==> config.mk <==
export PLATFORM = sky130hd
export DESIGN_NAME = stopwatch_lap_core_flat
export DESIGN_NICKNAME = d
export VERILOG_FILES = /design/src/rtl/stopwatch_lap_core_pkg.sv /design/src/rtl/stopwatch_lap_core_if.sv /design/src/rtl/stopwatch_lap_core_lap_buffer.sv /design/src/rtl/stopwatch_lap_core.sv /design/src/flat_wrapper.sv
export SDC_FILE = /design/constraint.sdc
export NUM_CORES = 1
export LEC_CHECK = 0
export ABC_CLOCK_PERIOD_IN_PS = 6600
export BUFFER_PORTS_ARGS = -buffer_cell sky130_fd_sc_hd__buf_2
export CELL_PAD_IN_SITES_DETAIL_PLACEMENT = 1
export CELL_PAD_IN_SITES_GLOBAL_PLACEMENT = 1
export CORE_MARGIN = 1
export CORE_UTILIZATION = 43
export DETAILED_ROUTE_END_ITERATION = 10
export PLACE_DENSITY = 0.81
export SLEW_MARGIN = 20
export SYNTH_ARGS = -nofsm -noshare
export SYNTH_HDL_FRONTEND = slang
export SYNTH_SLANG_ARGS = --single-unit
export TNS_END_PERCENT = 5
==> constraint.sdc <==
create_clock -name clk -period 6.6 [get_ports clk]
set_clock_uncertainty 0.05 [all_clocks]
set_input_delay 0.33 -clock clk [delete_from_list [all_inputs] [get_ports clk]]
set_output_delay 0.33 -clock clk [all_outputs]
set_load 0.005 [all_outputs]
==> src/rtl/stopwatch_lap_core_pkg.sv <==
// Shared definitions for the stopwatch/lap core.
//  - state_e        : controller states
//  - SEC_W/SEC_MAX  : seconds field width and its highest value
//  - lap_entry_w()  : width of one stored lap {min, sec}
//  - clamp_sec()    : limits a seconds preset to SEC_MAX
package stopwatch_lap_core_pkg;

  typedef enum logic [1:0] {
    ST_IDLE    = 2'd0,
    ST_RUN     = 2'd1,
    ST_PAUSE   = 2'd2,
    ST_EXPIRED = 2'd3
  } state_e;

  localparam int          SEC_W   = 6;
  localparam logic [5:0]  SEC_MAX = 6'd59;

  function automatic int lap_entry_w(input int min_w);
    return min_w + SEC_W;
  endfunction

  function automatic logic [5:0] clamp_sec(input logic [5:0] sec);
    return (sec > SEC_MAX) ? SEC_MAX : sec;
  endfunction

endpackage

==> src/rtl/stopwatch_lap_core_if.sv <==
// Button-pulse / display bundle of the stopwatch core.
//  master : pulse + preset source (front end / testbench), reads display fields
//  slave  : the stopwatch core
//  Pulses: start_pulse, lap_pulse, clear_pulse, recall_pulse (one cycle each)
//  Config: count_down, preset_min, preset_sec
//  Status: min_binary, sec_binary, running, expired, lap_cnt, lap_full,
//          view_valid, view_idx
interface stopwatch_lap_core_if
  import stopwatch_lap_core_pkg::*;
#(
  parameter int MIN_W  = 7,
  parameter int LAP_AW = 2
) ();

  logic              start_pulse;
  logic              lap_pulse;
  logic              clear_pulse;
  logic              recall_pulse;
  logic              count_down;
  logic [MIN_W-1:0]  preset_min;
  logic [SEC_W-1:0]  preset_sec;
  logic [MIN_W-1:0]  min_binary;
  logic [SEC_W-1:0]  sec_binary;
  logic              running;
  logic              expired;
  logic [LAP_AW:0]   lap_cnt;
  logic              lap_full;
  logic              view_valid;
  logic [LAP_AW-1:0] view_idx;

  modport master (
    output start_pulse, lap_pulse, clear_pulse, recall_pulse,
    output count_down, preset_min, preset_sec,
    input  min_binary, sec_binary, running, expired,
    input  lap_cnt, lap_full, view_valid, view_idx
  );

  modport slave (
    input  start_pulse, lap_pulse, clear_pulse, recall_pulse,
    input  count_down, preset_min, preset_sec,
    output min_binary, sec_binary, running, expired,
    output lap_cnt, lap_full, view_valid, view_idx
  );

endinterface

==> src/rtl/stopwatch_lap_core_lap_buffer.sv <==
// Lap memory: LAP_DEPTH entries of ENTRY_W bits, filled in order.
//  clk, rst      : clock, asynchronous active-high reset
//  i_clr         : synchronous clear of entries and count
//  i_wr_en       : append i_wr_data (ignored while full)
//  i_rd_idx      : asynchronous read index -> o_rd_data
//  o_cnt, o_full : number of stored entries, count == LAP_DEPTH
module stopwatch_lap_core_lap_buffer
  import stopwatch_lap_core_pkg::*;
#(
  parameter int ENTRY_W   = 13,
  parameter int LAP_DEPTH = 4,
  parameter int LAP_AW    = 2
) (
  input  logic               clk,
  input  logic               rst,
  input  logic               i_clr,
  input  logic               i_wr_en,
  input  logic [ENTRY_W-1:0] i_wr_data,
  input  logic [LAP_AW-1:0]  i_rd_idx,
  output logic [ENTRY_W-1:0] o_rd_data,
  output logic [LAP_AW:0]    o_cnt,
  output logic               o_full
);

  logic [ENTRY_W-1:0] r_mem [LAP_DEPTH];
  logic [LAP_AW:0]    r_cnt;
  logic [LAP_AW-1:0]  w_wr_ptr;

  // Entries are appended in order, so the write pointer is the low bits of the count.
  assign w_wr_ptr  = r_cnt[LAP_AW-1:0];
  assign o_full    = (r_cnt == (LAP_AW + 1)'(LAP_DEPTH));
  assign o_cnt     = r_cnt;
  assign o_rd_data = r_mem[i_rd_idx];

  // Entry storage and fill count.
  always_ff @(posedge clk or posedge rst) begin
    if (rst) begin
      for (int i = 0; i < LAP_DEPTH; i++) r_mem[i] <= '0;
      r_cnt <= '0;
    end else if (i_clr) begin
      for (int i = 0; i < LAP_DEPTH; i++) r_mem[i] <= '0;
      r_cnt <= '0;
    end else if (i_wr_en && !o_full) begin
      r_mem[w_wr_ptr] <= i_wr_data;
      r_cnt           <= r_cnt + (LAP_AW + 1)'(1);
    end else begin
      r_cnt <= r_cnt;
    end
  end

endmodule

==> src/rtl/stopwatch_lap_core.sv <==
// Stopwatch/timer core: mm:ss up or down counter with 1 s clock-enable
// prescaler, start/pause control, expiry, lap capture and lap recall.
//  clk   : system clock
//  rst_n : asynchronous reset, ACTIVE-HIGH despite the legacy name
//  bus   : stopwatch_lap_core_if.slave (pulses, presets, display/status)
module stopwatch_lap_core
  import stopwatch_lap_core_pkg::*;
#(
  parameter int CLK_HZ    = 100_000_000,
  parameter int MIN_W     = 7,
  parameter int MAX_MIN   = 99,
  parameter int LAP_DEPTH = 4,
  parameter int LAP_AW    = 2
) (
  input logic                 clk,
  input logic                 rst_n,
  stopwatch_lap_core_if.slave bus
);

  localparam int                ENTRY_W    = lap_entry_w(MIN_W);
  localparam int                PRESC_W    = (CLK_HZ > 1) ? $clog2(CLK_HZ) : 1;
  localparam logic [PRESC_W-1:0] PRESC_LAST = PRESC_W'(CLK_HZ - 1);
  localparam logic [MIN_W-1:0]   MAX_MIN_V  = MIN_W'(MAX_MIN);

  state_e             r_state, w_state_nxt;
  logic [MIN_W-1:0]   r_min, w_min_nxt;
  logic [SEC_W-1:0]   r_sec, w_sec_nxt;
  logic [PRESC_W-1:0] r_presc, w_presc_nxt;
  logic               r_view_valid, w_view_valid_nxt;
  logic [LAP_AW-1:0]  r_view_idx, w_view_idx_nxt;

  logic               w_tick, w_at_max, w_tick_expire, w_lap_wr;
  logic [ENTRY_W-1:0] w_rd_entry;
  logic [LAP_AW:0]    w_lap_cnt;
  logic               w_lap_full;

  assign w_tick   = (r_state == ST_RUN) && (r_presc == PRESC_LAST);
  assign w_at_max = (r_min == MAX_MIN_V) && (r_sec == SEC_MAX);
  // Down: ticks from 00:01 (or a stray 00:00) end the run. Up: MAX_MIN:59 holds.
  assign w_tick_expire = bus.count_down ? ((r_min == '0) && (r_sec <= 6'd1)) : w_at_max;
  // Lap stores the pre-edge time, so a simultaneous tick is not yet included.
  assign w_lap_wr = bus.lap_pulse && (r_state == ST_RUN) && !bus.clear_pulse;

  stopwatch_lap_core_lap_buffer #(
    .ENTRY_W   (ENTRY_W),
    .LAP_DEPTH (LAP_DEPTH),
    .LAP_AW    (LAP_AW)
  ) u_lap_buffer (
    .clk       (clk),
    .rst       (rst_n),
    .i_clr     (bus.clear_pulse),
    .i_wr_en   (w_lap_wr),
    .i_wr_data ({r_min, r_sec}),
    .i_rd_idx  (r_view_idx),
    .o_rd_data (w_rd_entry),
    .o_cnt     (w_lap_cnt),
    .o_full    (w_lap_full)
  );

  // Next-state logic: clear dominates, then FSM/prescaler/time, then recall.
  always_comb begin
    w_state_nxt      = r_state;
    w_min_nxt        = r_min;
    w_sec_nxt        = r_sec;
    w_presc_nxt      = r_presc;
    w_view_valid_nxt = r_view_valid;
    w_view_idx_nxt   = r_view_idx;
    if (bus.clear_pulse) begin
      w_state_nxt      = ST_IDLE;
      w_presc_nxt      = '0;
      w_view_valid_nxt = 1'b0;
      w_view_idx_nxt   = '0;
      if (bus.count_down) begin
        w_min_nxt = (bus.preset_min > MAX_MIN_V) ? MAX_MIN_V : bus.preset_min;
        w_sec_nxt = clamp_sec(bus.preset_sec);
      end else begin
        w_min_nxt = '0;
        w_sec_nxt = '0;
      end
    end else begin
      case (r_state)
        ST_IDLE: begin
          // A down-count from 00:00 has nothing to count.
          if (bus.start_pulse && !(bus.count_down && (r_min == '0) && (r_sec == '0))) begin
            w_state_nxt = ST_RUN;
          end else begin
            w_state_nxt = ST_IDLE;
          end
        end
        ST_RUN: begin
          if (w_tick) begin
            w_presc_nxt = '0;
          end else begin
            w_presc_nxt = r_presc + PRESC_W'(1);
          end
          // Expiry on the same tick outranks a pause request.
          if (w_tick && w_tick_expire) begin
            w_state_nxt = ST_EXPIRED;
          end else if (bus.start_pulse) begin
            w_state_nxt = ST_PAUSE;
          end else begin
            w_state_nxt = ST_RUN;
          end
          if (!w_tick || (!bus.count_down && w_at_max)) begin
            w_min_nxt = r_min;
          end else if (bus.count_down) begin
            if (r_min == '0 && r_sec == '0) begin
              w_sec_nxt = r_sec;
            end else if (r_sec == 6'd0) begin
              w_sec_nxt = SEC_MAX;
              w_min_nxt = r_min - MIN_W'(1);
            end else begin
              w_sec_nxt = r_sec - 6'd1;
            end
          end else if (r_sec == SEC_MAX) begin
            w_sec_nxt = 6'd0;
            w_min_nxt = r_min + MIN_W'(1);
          end else begin
            w_sec_nxt = r_sec + 6'd1;
          end
        end
        ST_PAUSE: begin
          if (bus.start_pulse) begin
            w_state_nxt = ST_RUN;
          end else begin
            w_state_nxt = ST_PAUSE;
          end
        end
        ST_EXPIRED: begin
          w_state_nxt = ST_EXPIRED;
        end
        default: begin
          w_state_nxt = ST_IDLE;
        end
      endcase
      // Recall walks 0..lap_cnt-1 then returns to the live view.
      if (bus.recall_pulse && (w_lap_cnt != '0)) begin
        if (!r_view_valid) begin
          w_view_valid_nxt = 1'b1;
          w_view_idx_nxt   = '0;
        end else if (((LAP_AW + 1)'(r_view_idx) + (LAP_AW + 1)'(1)) < w_lap_cnt) begin
          w_view_idx_nxt = r_view_idx + LAP_AW'(1);
        end else begin
          w_view_valid_nxt = 1'b0;
          w_view_idx_nxt   = '0;
        end
      end else begin
        w_view_valid_nxt = r_view_valid;
      end
    end
  end

  // State, time, prescaler and view registers.
  always_ff @(posedge clk or posedge rst_n) begin
    if (rst_n) begin
      r_state      <= ST_IDLE;
      r_min        <= '0;
      r_sec        <= '0;
      r_presc      <= '0;
      r_view_valid <= 1'b0;
      r_view_idx   <= '0;
    end else begin
      r_state      <= w_state_nxt;
      r_min        <= w_min_nxt;
      r_sec        <= w_sec_nxt;
      r_presc      <= w_presc_nxt;
      r_view_valid <= w_view_valid_nxt;
      r_view_idx   <= w_view_idx_nxt;
    end
  end

  assign bus.min_binary = r_view_valid ? w_rd_entry[ENTRY_W-1:SEC_W] : r_min;
  assign bus.sec_binary = r_view_valid ? w_rd_entry[SEC_W-1:0]       : r_sec;
  assign bus.running    = (r_state == ST_RUN);
  assign bus.expired    = (r_state == ST_EXPIRED);
  assign bus.lap_cnt    = w_lap_cnt;
  assign bus.lap_full   = w_lap_full;
  assign bus.view_valid = r_view_valid;
  assign bus.view_idx   = r_view_idx;

endmodule

==> src/flat_wrapper.sv <==
// flat-port wrapper written by rule: the top's interface ports become plain ports
module stopwatch_lap_core_flat import stopwatch_lap_core_pkg::*;
#(
  parameter int CLK_HZ    = 100_000_000,
  parameter int MIN_W     = 7,
  parameter int MAX_MIN   = 99,
  parameter int LAP_DEPTH = 4,
  parameter int LAP_AW    = 2
)
  (clk, rst_n, bus_start_pulse, bus_lap_pulse, bus_clear_pulse, bus_recall_pulse, bus_count_down, bus_preset_min, bus_preset_sec, bus_min_binary, bus_sec_binary, bus_running, bus_expired, bus_lap_cnt, bus_lap_full, bus_view_valid, bus_view_idx);
  stopwatch_lap_core_if #(.MIN_W(MIN_W), .LAP_AW(LAP_AW)) bus_i ();
  input logic clk;
  input logic rst_n;
  input wire logic [$bits(bus_i.start_pulse)-1:0] bus_start_pulse;
  input wire logic [$bits(bus_i.lap_pulse)-1:0] bus_lap_pulse;
  input wire logic [$bits(bus_i.clear_pulse)-1:0] bus_clear_pulse;
  input wire logic [$bits(bus_i.recall_pulse)-1:0] bus_recall_pulse;
  input wire logic [$bits(bus_i.count_down)-1:0] bus_count_down;
  input wire logic [$bits(bus_i.preset_min)-1:0] bus_preset_min;
  input wire logic [$bits(bus_i.preset_sec)-1:0] bus_preset_sec;
  output wire logic [$bits(bus_i.min_binary)-1:0] bus_min_binary;
  output wire logic [$bits(bus_i.sec_binary)-1:0] bus_sec_binary;
  output wire logic [$bits(bus_i.running)-1:0] bus_running;
  output wire logic [$bits(bus_i.expired)-1:0] bus_expired;
  output wire logic [$bits(bus_i.lap_cnt)-1:0] bus_lap_cnt;
  output wire logic [$bits(bus_i.lap_full)-1:0] bus_lap_full;
  output wire logic [$bits(bus_i.view_valid)-1:0] bus_view_valid;
  output wire logic [$bits(bus_i.view_idx)-1:0] bus_view_idx;
  assign bus_i.start_pulse = bus_start_pulse;
  assign bus_i.lap_pulse = bus_lap_pulse;
  assign bus_i.clear_pulse = bus_clear_pulse;
  assign bus_i.recall_pulse = bus_recall_pulse;
  assign bus_i.count_down = bus_count_down;
  assign bus_i.preset_min = bus_preset_min;
  assign bus_i.preset_sec = bus_preset_sec;
  assign bus_min_binary = bus_i.min_binary;
  assign bus_sec_binary = bus_i.sec_binary;
  assign bus_running = bus_i.running;
  assign bus_expired = bus_i.expired;
  assign bus_lap_cnt = bus_i.lap_cnt;
  assign bus_lap_full = bus_i.lap_full;
  assign bus_view_valid = bus_i.view_valid;
  assign bus_view_idx = bus_i.view_idx;
  stopwatch_lap_core #(.CLK_HZ(CLK_HZ), .MIN_W(MIN_W), .MAX_MIN(MAX_MIN), .LAP_DEPTH(LAP_DEPTH), .LAP_AW(LAP_AW)) u_core (.clk(clk), .rst_n(rst_n), .bus(bus_i));
endmodule
== Yosys cells after proc, flatten, opt, wreduce, memory -nomap -nowiden ==
Index checks and enable logic that the tools add are counted.

* Bits in registers: 100
* Input port bits: 20
* Output and inout bits: 22
* Logic and storage cells: 116

* Add/sub/neg operators: 8
* $lt $le $gt $ge: 7
* Equal/unequal tests: 10
* Mux-type cells: 48
* Bitwise logic cells: 2
* Reductions and logical operators: 30

{| class="wikitable"
|+ Operators by type and width
! operator !! count
|-
| two-way mux 52 bit || 2
|-
| two-way mux 27 bit || 3
|-
| two-way mux 7 bit || 10
|-
| two-way mux 6 bit || 10
|-
| bitwise mux 52 bit || 1
|-
| two-way mux 13 bit || 3
|-
| adder 27 x 1 -> 27 bit (second input constant) || 1
|-
| equality test 27 bit (second input constant) || 1
|-
| binary-select mux 13 bit (select 2 bit) || 1
|-
| demux 13 bit (select 2 bit) || 1
|-
| two-way mux 2 bit || 8
|-
| logical AND 1 bit || 14
|-
| case mux 2 bit (4 select lines) || 1
|-
| adder 7 x 1 -> 7 bit (second input constant) || 1
|-
| equality test 7 bit (second input constant) || 1
|-
| > comparator 7 bit (second input constant) || 1
|-
| logical NOT 7 bit || 1
|-
| subtractor 7 x 1 -> 7 bit (second input constant) || 1
|-
| adder 6 x 1 -> 6 bit (second input constant) || 1
|-
| equality test 6 bit (second input constant) || 1
|-
| >= comparator 3 bit (second input constant) || 2
|-
| > comparator 6 bit (second input constant) || 1
|-
| less-or-equal comparator 6 x 1 -> 1 bit (second input constant) || 1
|-
| logical NOT 6 bit || 1
|-
| other kinds (22) || 37
|}

== Depth between registers and ports, before layout ==
Gate-level depths: netlist of the first run.

* Depth in word-level cells: 8
* Gate-level depth with buffers: 10
* Mapped depth without buffers: 8

== By module ==
From an unflattened synthesis of the first run, not the netlist that was laid out.

* Cell total of the unflattened synthesis: 574
* Area, all modules: 5896.9 µm²

{| class="wikitable"
|+ Modules (own cells, without submodules)
! module !! instances !! cells an instance !! area each (µm²)
|-
| stopwatch_lap_core || 1 || 378 || 3216.8
|-
| stopwatch_lap_core_lap_buffer || 1 || 196 || 2680.1
|}

== Worst setup path before layout of the first run ==
Ideal clock, no wire load.

* Path type: register to register
* From: reg u_core.r_sec[0]
* To: reg u_core.r_min[1]
* Library setup time: 0.079 ns
* Arrival time: 2.355 ns
* Data required time: 6.471 ns
* Path slack: 4.116 ns
* Cell stages (with the launch flop): 10
* Path buffers: 1
* Cells stage by stage: dfrtp_1 clkbuf_1 inv_1 ha_1 nand2b_1 nor4_1 mux2i_1 a211oi_4 mux2_2 mux2i_1

* Cells in the longest elaborated chain, start to end: 6

{| class="wikitable"
|+ Ends and longest elaborated chain
! what !! line !! text
|-
| from (decl) || stopwatch_lap_core.sv:27 || <nowiki>logic [SEC_W-1:0] r_sec, w_sec_nxt;</nowiki>
|-
| from (signal assigned) || stopwatch_lap_core.sv:165 || <nowiki>r_sec <= w_sec_nxt;</nowiki>
|-
| equality test 6 bit || stopwatch_lap_core.sv:38, stopwatch_lap_core.sv:115 ||
|-
| logical AND 1 bit || stopwatch_lap_core.sv:38 || <nowiki>assign w_at_max = (r_min == MAX_MIN_V) && (r_sec == SEC_MAX);</nowiki>
|-
| logical AND 1 bit || stopwatch_lap_core.sv:104 || <nowiki>if (!w_tick || (!bus.count_down && w_at_max)) begin</nowiki>
|-
| logical OR 1 bit || stopwatch_lap_core.sv:104 ||
|-
| != test 2 bit (no source line) || -- ||
|-
| AND reduction 5 bit (no source line) * || -- ||
|-
| to (signal assigned) || stopwatch_lap_core.sv:164 || <nowiki>r_min <= w_min_nxt;</nowiki>
|-
| to (decl) || stopwatch_lap_core.sv:26 || <nowiki>logic [MIN_W-1:0] r_min, w_min_nxt;</nowiki>
|}

Mark *: on every way between the ends. The rest lies on a longest branch, timed or not.
A chain may end at the register's enable or synchronous reset.

== Worst setup path after layout of the first run ==
Ends and elaborated chain as after synthesis.

==> results of run 1 <==
==> registers in the layout, indices dropped and copies added, names as in the netlist <==
register,cells
u_core.r_sec,6
u_core.bus.view_valid,1
u_core.r_presc,27
u_core.r_min,7
u_core.u_lap_buffer.r_mem,52
u_core.bus.view_idx,2
u_core.r_state,2
u_core.u_lap_buffer.o_cnt,3
==> through the flow <==
| step | cell area [µm²] | hold slack [ns] |
|---|---|---|
| 2_1_floorplan | 5598 | 0.4176 |
| 3_3_place_gp | 5938 | 0.2683 |
| 3_5_place_dp | 5938 | 0.2731 |
| 4_1_cts | 6246 | 0.2435 |
| 5_1_grt | 6247 | 0.2535 |
| 6_report | 6247 | 0.2544 |
==> tightest hold or removal path, stage by stage <==
cell and delay, ns:
buf_2 0.08, o211ai_1 0.12, o21ai_1 0.09
==> repair_timing <==
| action | CTS | global route |
|---|---|---|
| setup endpoints to repair | 0 | 0 |
| setup buffers | 0 | 0 |
| endpoints found under the hold margin | 24 | 0 |
| hold buffers | 1 | 0 |
==> cell families (layout without fill, tap and decap cells) <==
family	Yosys count	count (layout)	synth area share (%)
adder cells (fa/ha/maj)	17	17	3.934
flip-flops	100	100	44.70
multiplexers	44	44	11.38
AND/OR/NAND/NOR	180	180	16.38
buffers and inverters	55	85	3.688
XOR/XNOR	31	31	4.850
AO/OA/AOI/OAI	115	115	15.07
==> worst max-delay path by stage <==
stage / startpoint / to / slack, ns / cells past startpoint
after floorplan: rst_n / u_core.bus.view_idx[0]$_DFFE_PP0P_ / 3.60 / 1
after CTS: u_core.bus.view_idx[0]$_DFFE_PP0P_ / bus_min_binary[0] / 3.74 / 4
after global placement: bus_clear_pulse / u_core.r_presc[21]$_DFFE_PP0P_ / 3.59 / 8
final: u_core.r_sec[0]$_DFFE_PP0P_ / u_core.r_min[1]$_DFFE_PP0P_ / 3.76 / 8
after detailed placement: bus_clear_pulse / u_core.r_presc[21]$_DFFE_PP0P_ / 3.46 / 8
after global routing: u_core.r_sec[0]$_DFFE_PP0P_ / u_core.r_min[1]$_DFFE_PP0P_ / 3.51 / 8
==> final cells by class <==
| class | instances | area share [%] |
|---|---|---|
| timing repair buffer | 48 | 4.166 |
| sequential | 100 | 40.08 |
| tap | 172 | 3.445 |
| clock buffer | 10 | 3.825 |
| clock inverter | 6 | 0.9413 |
| inverter | 21 | 1.302 |
| multi-input combinational | 387 | 46.24 |
==> layer usage <==
metal / vias up / track usage, % / part of all wire, %
li1: 2000 / - / -
met1: 2260 / 31.60 / 45
met2: 84 / 40.79 / 50
met3: 16 / 4.826 / 3.5
met4: 0 / 7.607 / 1.4
met5: - / 0 / 0
==> power by group through the flow <==
stage	logic, W	registers [W]	clock network (W)
3_5_place_dp	0.000287	0.000738	0
2_1_floorplan	0.000242	0.000676	0
5_1_grt	0.000323	0.000736	0.000568
4_1_cts	0.000290	0.000727	0.000544
3_3_place_gp	0.000276	0.000731	0
6_report	0.000288	0.000730	0.000533
==> cells in the mapped netlist (2+ instances only) <==
master | instances | area [µm²]
nor4_1 | 7 | 43.79
mux2_4 | 4 | 60.06
and4_1 | 3 | 26.28
a22o_1 | 40 | 350.3
nand4_1 | 8 | 50.05
and3_1 | 5 | 31.28
nand3_1 | 12 | 60.06
clkbuf_1 | 26 | 97.59
mux4_2 | 13 | 292.8
a32o_1 | 3 | 30.03
mux2i_1 | 16 | 160.2
nor3b_1 | 2 | 15.01
o21ai_0 | 21 | 105.1
nand2b_1 | 7 | 43.79
and2_1 | 6 | 37.54
nor3_1 | 10 | 50.05
inv_1 | 21 | 78.83
a221oi_1 | 2 | 17.52
or3_1 | 2 | 12.51
ha_1 | 16 | 200.2
dfrtp_1 | 100 | 2502
buf_1 | 8 | 30.03
a21o_1 | 5 | 37.54
a211oi_1 | 4 | 30.03
nor2_1 | 59 | 221.5
or2_2 | 2 | 12.51
nor4bb_1 | 3 | 30.03
nand2_1 | 42 | 157.7
a31oi_1 | 2 | 12.51
xor2_1 | 16 | 140.1
xnor2_1 | 15 | 131.4
a21oi_1 | 21 | 105.1
mux2_2 | 11 | 123.9
a31o_2 | 2 | 17.52
==> flow_metrics.tcl, run 1 <==
set metrics [dict create \
    status "complete, no violations" \
    cpLargestDelayFamily "multiplexers" \
    slew_headroom_pct 34.18 \
    async_flop_share_pct 100.0 \
    drt_wl_total_mm 15.19 \
    final_common_cell "dfrtp_1" \
    cts-root-buf "clkbuf_16" \
    ir_drop_v 0.0001350 \
    fmax_mhz 351.8 \
    clk_pin_slew_ns 0.08 \
    drc_errors 0 \
    routedWlPerCell_um 20.42 \
    start_util_pct 44.18 \
    drt_pre_antenna_iters 5 \
    reg2regPathDepth 8 \
    postSynthAreaPerCell_um2 10.33 \
    finalPower_w 0.001551 \
    setup_viol 0 \
    required_ns 6.83 \
    crit_arrival_ns 3.07 \
    p_switching_w 0.0005019 \
    drv_cap 0 \
    worst_pin_slew_ns 0.9873 \
    critPathCaptureType "register" \
    fillers 1445 \
    crit_top_cell "mux2i_1" \
    intPower_w 0.001049 \
    switching_share_pct 32.36 \
    worstPathMaxFanout 11 \
    most-common-layout-cells "dfrtp_1, nor2_1, nand2_1" \
    hp-start "bus_preset_min[0]" \
    vias_per_cell 5.860 \
    core-area_mm2 0.01267 \
    final_cells 744 \
    seqPwrFrac_pct 47.1 \
    slowest_stage "nor4_1" \
    clockBufferDepth 2 \
    yosys_warnings 0 \
    setup_tns_ns 0 \
    max_stage_delay_ns 0.56 \
    cts_tree "done" \
    io_pins 42 \
    cts_buffers 9 \
    dpl.cell_count 727 \
    synth-edff-count 0 \
    r2r-end "u_core.r_min[1]$_DFFE_PP0P_" \
    synth_flop_cell "dfrtp_1" \
    die_x_um 116.1 \
    r2r_slack_ns 3.76 \
    io_buffers 41 \
    ant_nets 0 \
    fin_crit_ns 2.843 \
    startpoint_type "register" \
    diodes 0 \
    multi_input_area_mm2 0.002889 \
    drv_slew 0 \
    post_cts_resized 0 \
    synthesis.area_mm2 0.005598 \
    crit_chain "inv_1, ha_1, nand2b_1, nor4_1, mux2i_1, a211oi_4, mux2_2, mux2i_1" \
    rsz0062_at_grt "no" \
    grt_pass1_vias 4668 \
    fin_nets 604 \
    critPathKind "register to register" \
    drtIter0Drc 351 \
    fin_crit_sh_pct 43.07 \
    clkPwrFrac_pct 34.4 \
    yosysSeqAreaShare_pct 44.70 \
    areaGrowthSynthToFinish_pct 11.60 \
    final_util_pct 49.30 \
    syn-num-nets 579 \
    grt_pass1_wl_mm 24.86 \
    overflow 0 \
    htreeDepth 3 \
    combPwrFrac_pct 18.6 \
    synth.distinct_cells 62 \
    dieHeight_um 116.1 \
    hold_viol 0 \
    min_to "u_core.r_min[0]$_DFFE_PP0P_" \
    cts.sink_count 100 \
    die_area_mm2 0.01348 \
    gp_congestion 0.8101 \
    min_path_type "input pin to register" \
    grt_use_total_pct 24.26 \
    seqCellArea_mm2 0.002504 \
    drive_gt1_share_pct 18.18 \
    netlist_instances 542 \
    r2r_start "u_core.r_sec[0]$_DFFE_PP0P_" \
    place_ws_ns 3.464 \
    dr_total_vias 4360 \
    clkLatencyLatePin_ns 0.36 \
    min_path_cells 3 \
    powerDensity_mw_per_mm2 248.3 \
    dp_hpwl_mm 10.12 \
    cp_num_buf_inv 1 \
    layout_setup_ws_ns 3.757 \
    rows 41 \
    antenna_found_initial 0 \
    grt_max_degree 77 \
    total_leakage_power_nw 2.742 \
    synth_seq_cells 100 \
]
Power figures use the tool's default switching activity.
==> run 2: changes to the inputs <==
--- a/config.mk
+++ b/config.mk
@@ -5,14 +5,15 @@
 export SDC_FILE = /design/constraint.sdc
 export NUM_CORES = 1
 export LEC_CHECK = 0
-export ABC_CLOCK_PERIOD_IN_PS = 6600
+export ABC_AREA = 1
+export ABC_CLOCK_PERIOD_IN_PS = 2500
 export BUFFER_PORTS_ARGS = -buffer_cell sky130_fd_sc_hd__buf_2
 export CELL_PAD_IN_SITES_DETAIL_PLACEMENT = 1
 export CELL_PAD_IN_SITES_GLOBAL_PLACEMENT = 1
 export CORE_MARGIN = 1
-export CORE_UTILIZATION = 43
+export CORE_UTILIZATION = 40
 export DETAILED_ROUTE_END_ITERATION = 10
-export PLACE_DENSITY = 0.81
+export PLACE_DENSITY = 0.84
 export SLEW_MARGIN = 20
 export SYNTH_ARGS = -nofsm -noshare
 export SYNTH_HDL_FRONTEND = slang
==> constraint.sdc (replaced) <==
create_clock -name clk -period 2.5 [get_ports clk]
set_clock_uncertainty 0.05 [all_clocks]
set_input_delay 0.125 -clock clk [delete_from_list [all_inputs] [get_ports clk]]
set_output_delay 0.125 -clock clk [all_outputs]
set_load 0.005 [all_outputs]
==> flow_metrics.tcl, run 2 <==
set metrics [dict create \
    synth-edff-count 0 \
    dpl.cell_count 1012 \
    synth_top_cell_area_share_pct 41.93 \
    setup_viol 0 \
    hold_viol 0 \
    dp_hpwl_mm 12.32 \
    cts_tree "done" \
    synth.distinct_cells 33 \
    place_ws_ns 0.2149 \
    largest_reg_flops 52 \
    startpoint_type "register" \
    synth_xor_area_share_pct 1.468 \
    worstPathMaxFanout 12 \
    ant_nets 0 \
    post_cts_buffers 0 \
    grt_pass1_vias 5663 \
    total_leakage_power_nw 2.974 \
    cts_buffers 9 \
    fin_crit_ns 2.254 \
    dpl_cell_area_mm2 0.006331 \
    gp_congestion 0.8172 \
    vias_per_cell 5.518 \
    yosysSeqAreaShare_pct 41.93 \
    antenna_found_initial 0 \
    io_pins 42 \
    clockBufferDepth 2 \
    rsz0062_at_grt "no" \
    clk_pin_slew_ns 0.08 \
    critPathCaptureType "register" \
    final_common_cell "nand2_1" \
    overflow 0 \
    drive_gt1_share_pct 10.41 \
    io_buffers 41 \
    cts.sink_count 100 \
    grt_pass1_wl_mm 28.97 \
    regMostFlops "u_core.u_lap_buffer.r_mem" \
    status "complete, no violations" \
    fillers 1876 \
    setup_tns_ns 0 \
    drtIter0Drc 406 \
    synth-compound-area-share_pct 15.74 \
    yosysMostFrequentCell "nand2_1" \
    die_x_um 124.2 \
    multi_input_area_mm2 0.002860 \
    reg_top3 "u_core.u_lap_buffer.r_mem x52, u_core.r_presc x27, u_core.r_min x7" \
    layout_setup_ws_ns 0.2456 \
    synthTopCellsByArea "dfrtp_1, nand2_1, inv_1, nand3_1, nor2_1" \
    fmax_mhz 443.6 \
    yosys_warnings 0 \
    synthSimpleGateAreaFrac_pct 26.94 \
    grt_max_degree 56 \
    fin_nets 877 \
    start_util_pct 41.06 \
    synth_seq_cells 100 \
    diodes 0 \
    areaGrowthSynthToFinish_pct 11.26 \
    drv_cap 0 \
    grt_use_total_pct 24.46 \
    async_flop_share_pct 100.0 \
    synth_top_family_by_area "simple AND/OR/NAND/NOR gates" \
    netlist_instances 810 \
    ir_drop_v 0.0003445 \
    fin_crit_sh_pct 90.17 \
    critPathKind "register to register" \
    drt_wl_total_mm 17.43 \
    cts-root-buf "clkbuf_16" \
    synth_fa_ha_area_share_pct 3.690 \
    most-common-layout-cells "nand2_1, inv_1, dfrtp_1" \
    drt_pre_antenna_iters 6 \
    drv_slew 0 \
    die_area_mm2 0.01541 \
    htreeDepth 3 \
    core-area_mm2 0.01453 \
    synth_flop_cell "dfrtp_1" \
    slew_headroom_pct 41.34 \
    hold_slack_ns 0.03416 \
    final_cells 1029 \
    worst_pin_slew_ns 0.8766 \
    synthesis.area_mm2 0.005968 \
    synth_largest_area_cell "dfrtp_1" \
    syn-num-nets 847 \
    dr_total_vias 5678 \
    crit_arrival_ns 2.48 \
    clkLatencyLatePin_ns 0.36 \
    postSynthAreaPerCell_um2 7.368 \
    seqCellArea_mm2 0.002502 \
    rows 44 \
    synth_common_cells "nand2_1, inv_1, dfrtp_1" \
    dieHeight_um 124.2 \
    powerDensity_mw_per_mm2 640.8 \
    stdcell_area_mm2 0.006640 \
    synth_mux_area_share_pct 0 \
    min_path_type "input pin to register" \
    drc_errors 0 \
    routedWlPerCell_um 16.94 \
    required_ns 2.73 \
]
## run 2: cell count changes after synthesis, moves of 24 or more
cell     change
nand3_1     +56
inv_1       +91
nor2_1      +24
nand2_1    +126
o21ai_0     +35
o22ai_1     +38
a22o_1      -40
## run 2: what timing repair did
item                                   CTS  global route
gates resized for setup                  0             1
endpoints found under the hold margin   26             0
hold buffers                             1             0
setup endpoints to repair                0             6
## run 2: cell families (layout without fill, tap and decap cells)
kind of cell	Yosys count	in the layout
xor gates and xnor gates	10	10
and+or+nand+nor	368	368
buffers and inverters	150	185
DFF	100	100
AOI/OAI and AO/OA	165	165
adders and majority gates	17	17
## run 2: final timing paths
path,from,end,slack (ns),cells past startpoint
hold reg to reg,u_core.u_lap_buffer.r_mem[23]$_DFFE_PP0P_,u_core.u_lap_buffer.r_mem[23]$_DFFE_PP0P_,0.48,2
hold / removal,bus_recall_pulse,u_core.bus.view_idx[1]$_DFFE_PP0P_,0.03,4
min in group asynchronous,rst_n,u_core.u_lap_buffer.r_mem[37]$_DFFE_PP0P_,0.38,3
setup / recovery,u_core.r_presc[0]$_DFFE_PP0P_,u_core.r_presc[26]$_DFFE_PP0P_,0.25,10
max in group asynchronous,rst_n,u_core.r_presc[19]$_DFFE_PP0P_,1.29,4
setup reg to reg,u_core.r_presc[0]$_DFFE_PP0P_,u_core.r_presc[26]$_DFFE_PP0P_,0.25,10
## run 2: area by class of cell
class	count	area share, %
multi-input cells	560	43.08
flip-flops and latches	100	37.69
inverters	115	6.557
repair buffers	54	4.786
clock buffers	10	3.599
well taps	184	3.467
clock inverters	6	0.8291
## run 2: critical path, stage by stage, from the launching register on
cell and delay, ns:
dfrtp_1 0.43, ha_1 0.26, nand2_1 0.08, inv_1 0.06
nand2_1 0.08, nor2_2 0.05, nand2_2 0.09, nor2_4 0.05
nor2_1 0.66, nand2_1 0.16, o21ai_0 0.21
## run 2: metal layers
layer  routed length, µm  vias to the layer above  track usage, %
li1                    -                     2750               -
met1                8628                     2798           35.31
met2                7979                      113           38.29
met3                 570                       17           2.701
met4                 252                        0           7.440
met5                   0                        -               0
## run 2: stage by stage
stage,total power [W],utilization [%]
after floorplan,0.002505,-
after global placement,0.002823,43.56
after detailed placement,0.002853,43.56
after CTS,0.004260,45.65
after global routing,0.004489,45.69
final,0.004255,45.69
## run 2: power breakdown
part	internal, W	switching, W	leakage, nW
clock network	0.000727	0.000690	0.145
logic	0.000342	0.000625	1.45
registers	0.00169	0.000177	1.38
==> run 3: changes to the inputs <==
--- a/config.mk
+++ b/config.mk
@@ -17,5 +17,6 @@
 export SLEW_MARGIN = 20
 export SYNTH_ARGS = -nofsm -noshare
 export SYNTH_HDL_FRONTEND = slang
+export SYNTH_HIERARCHICAL = 1
 export SYNTH_SLANG_ARGS = --single-unit
 export TNS_END_PERCENT = 5
==> flow_metrics.tcl, run 3 <==
set metrics [dict create \
    antenna_found_initial 0 \
    fin_crit_sh_pct 88.02 \
    synthesis.area_mm2 0.006610 \
    setup_viol 0 \
    ir_drop_v 0.0003249 \
    routedWlPerCell_um 17.91 \
    syn-num-nets 980 \
    async_flop_share_pct 100.0 \
    critPathKind "register to register" \
    grt_pass1_wl_mm 34.60 \
    grt_pass1_vias 6583 \
    cts.sink_count 100 \
    dp_hpwl_mm 14.65 \
    areaGrowthSynthToFinish_pct 10.62 \
    yosysSeqAreaShare_pct 37.86 \
    status "complete, no violations" \
    final_common_cell "nand2_1" \
    most-common-layout-cells "nand2_1, nand3_1, dfrtp_1" \
    cp_num_buf_inv 4 \
    grt_max_degree 57 \
    fillers 2102 \
    rows 46 \
    fin_nets 1008 \
    startpoint_type "register" \
    synth_top_cell_area_share_pct 37.86 \
    clockBufferDepth 2 \
    postSynthAreaPerCell_um2 7.010 \
    overflow 0 \
    synth_flop_cell "dfrtp_1" \
    required_ns 2.69 \
    dr_total_vias 6655 \
    final_util_pct 45.70 \
    cts-root-buf "clkbuf_16" \
    reg_top3 "u_core/u_lap_buffer/r_mem x52, u_core/r_presc x27, u_core/r_min x7" \
    synthTopCellsByArea "dfrtp_1, nand2_1, nand3_1, nand4_1, inv_1" \
    hold_buffers 1 \
    slowest_stage "dfrtp_1" \
    drt_wl_total_mm 21.35 \
    slew_headroom_pct 50.32 \
    ant_nets 0 \
    crit_arrival_ns 2.39 \
    diodes 0 \
    drtIter0Drc 441 \
    yosys_warnings 6 \
    fin_crit_ns 2.201 \
    drc_errors 0 \
    io_pins 42 \
    crit_chain "inv_1, ha_1, nand3_2, inv_1, nand2_1, nand2_1, inv_1, nand2_1, nand2_1, buf_4, nand2_1, o21ai_0" \
    start_util_pct 41.31 \
    clk_pin_slew_ns 0.08 \
    gp_congestion 0.8358 \
    hold_viol 0 \
    cts_tree "done" \
    powerDensity_mw_per_mm2 591.7 \
    cpLargestDelayFamily "simple AND/OR/NAND/NOR gates" \
    synth-edff-count 0 \
    total_leakage_power_nw 3.579 \
    crit_top_cell "nand2_1" \
    drv_slew 0 \
    drv_cap 0 \
    htreeDepth 3 \
    r2r_slack_ns 0.30 \
    post_cts_resized 0 \
    yosysMostFrequentCell "nand2_1" \
    critPathCaptureType "register" \
    dieHeight_um 130.6 \
    regMostFlops "u_core/u_lap_buffer/r_mem" \
    grt_use_total_pct 26.55 \
    die_area_mm2 0.01704 \
    fmax_mhz 454.4 \
    largest_reg_flops 52 \
    core-area_mm2 0.01600 \
    setup_tns_ns 0 \
    rsz0062_at_grt "no" \
    vias_per_cell 5.583 \
    synth.distinct_cells 35 \
    worstPathMaxFanout 13 \
    cts_buffers 9 \
    clkLatencyLatePin_ns 0.36 \
    post_cts_buffers 0 \
    synth_common_cells "nand2_1, nand3_1, dfrtp_1" \
    drt_pre_antenna_iters 5 \
    min_path_type "input pin to register" \
    io_buffers 41 \
    synth_largest_area_cell "dfrtp_1" \
    drive_gt1_share_pct 11.37 \
    max_stage_delay_ns 0.48 \
    die_x_um 130.6 \
    netlist_instances 943 \
    worst_pin_slew_ns 0.7444 \
    synth_seq_cells 100 \
]
## run 3: final timing paths
| check | to | cells past startpoint | start |
|---|---|---|---|
| min reg2reg | u_core/u_lap_buffer/r_mem[22]$_DFFE_PP0P_ | 2 | u_core/u_lap_buffer/r_mem[22]$_DFFE_PP0P_ |
| max | u_core/r_sec[3]$_DFFE_PP0P_ | 12 | u_core/r_sec[0]$_DFFE_PP0P_ |
| max reg2reg | u_core/r_sec[3]$_DFFE_PP0P_ | 12 | u_core/r_sec[0]$_DFFE_PP0P_ |
| max in group asynchronous | u_core/r_min[1]$_DFFE_PP0P_ | 4 | rst_n |
| min | u_core/r_min[5]$_DFFE_PP0P_ | 5 | bus_preset_min[5] |
| min in group asynchronous | u_core/r_presc[1]$_DFFE_PP0P_ | 3 | rst_n |
## run 3: area by class of cell
cell class	count	area, µm²	area share [%]
Clock buffer	10	239.0	3.268
Clock inverter	6	57.56	0.7871
Sequential cell	100	2504	34.24
Timing Repair Buffer	63	385.4	5.270
Tap cell	216	270.3	3.696
Inverter	104	392.9	5.373
Multi-Input combinational cell	693	3463	47.36
## run 3: metal layers
layer / vias up / track usage [%] / part of all wire, %
met2: 206 / 42.89 / 47
met3: 44 / 3.217 / 5.2
met1: 3256 / 35.40 / 45
met5: - / 0 / 0
met4: 0 / 12.78 / 2.9
li1: 3149 / - / -
## run 3: stage by stage
| step | instance area (µm²) | power [W] | setup WS [ns] | cells | hold slack (ns) |
|---|---|---|---|---|---|
| 2_1_floorplan | 6610 | 0.002540 | 0.8028 | 943 | 0.2669 |
| 3_3_place_gp | 7005 | 0.002887 | 0.4425 | 1175 | 0.04357 |
| 3_5_place_dp | 7005 | 0.002915 | 0.3080 | 1175 | 0.04785 |
| 4_1_cts | 7312 | 0.004354 | 0.2972 | 1192 | 0.06027 |
| 5_1_grt | 7312 | 0.004576 | 0.1019 | 1192 | 0.1082 |
| 6_report | 7312 | 0.004327 | 0.2994 | 1192 | 0.06482 |
## run 3: logic make-up after synthesis
| family | synth area share [%] |
|---|---|
| compound gates | 8.291 |
| simple gates | 38.94 |
| flops | 37.86 |
| fa+ha+maj | 3.331 |
| buf+inv | 9.862 |
| xor+xnor | 1.723 |
## run 3: power breakdown
| part | total [W] | internal [W] | switching [W] | leakage [nW] |
|---|---|---|---|---|
| sequential | 0.00192 | 0.00171 | 0.000215 | 1.37 |
| combinational | 0.000981 | 0.000347 | 0.000634 | 2.06 |
| clock | 0.00142 | 0.000723 | 0.000700 | 0.144 |
## run 3: worst reg2reg max path, delay by kind of cell, from the launching register on
kind            cells  cell delay, ns
fa+ha+maj           1            0.26
simple gates        6            0.64
compound gates      1            0.08
flops               1            0.48
buf+inv             4            0.59
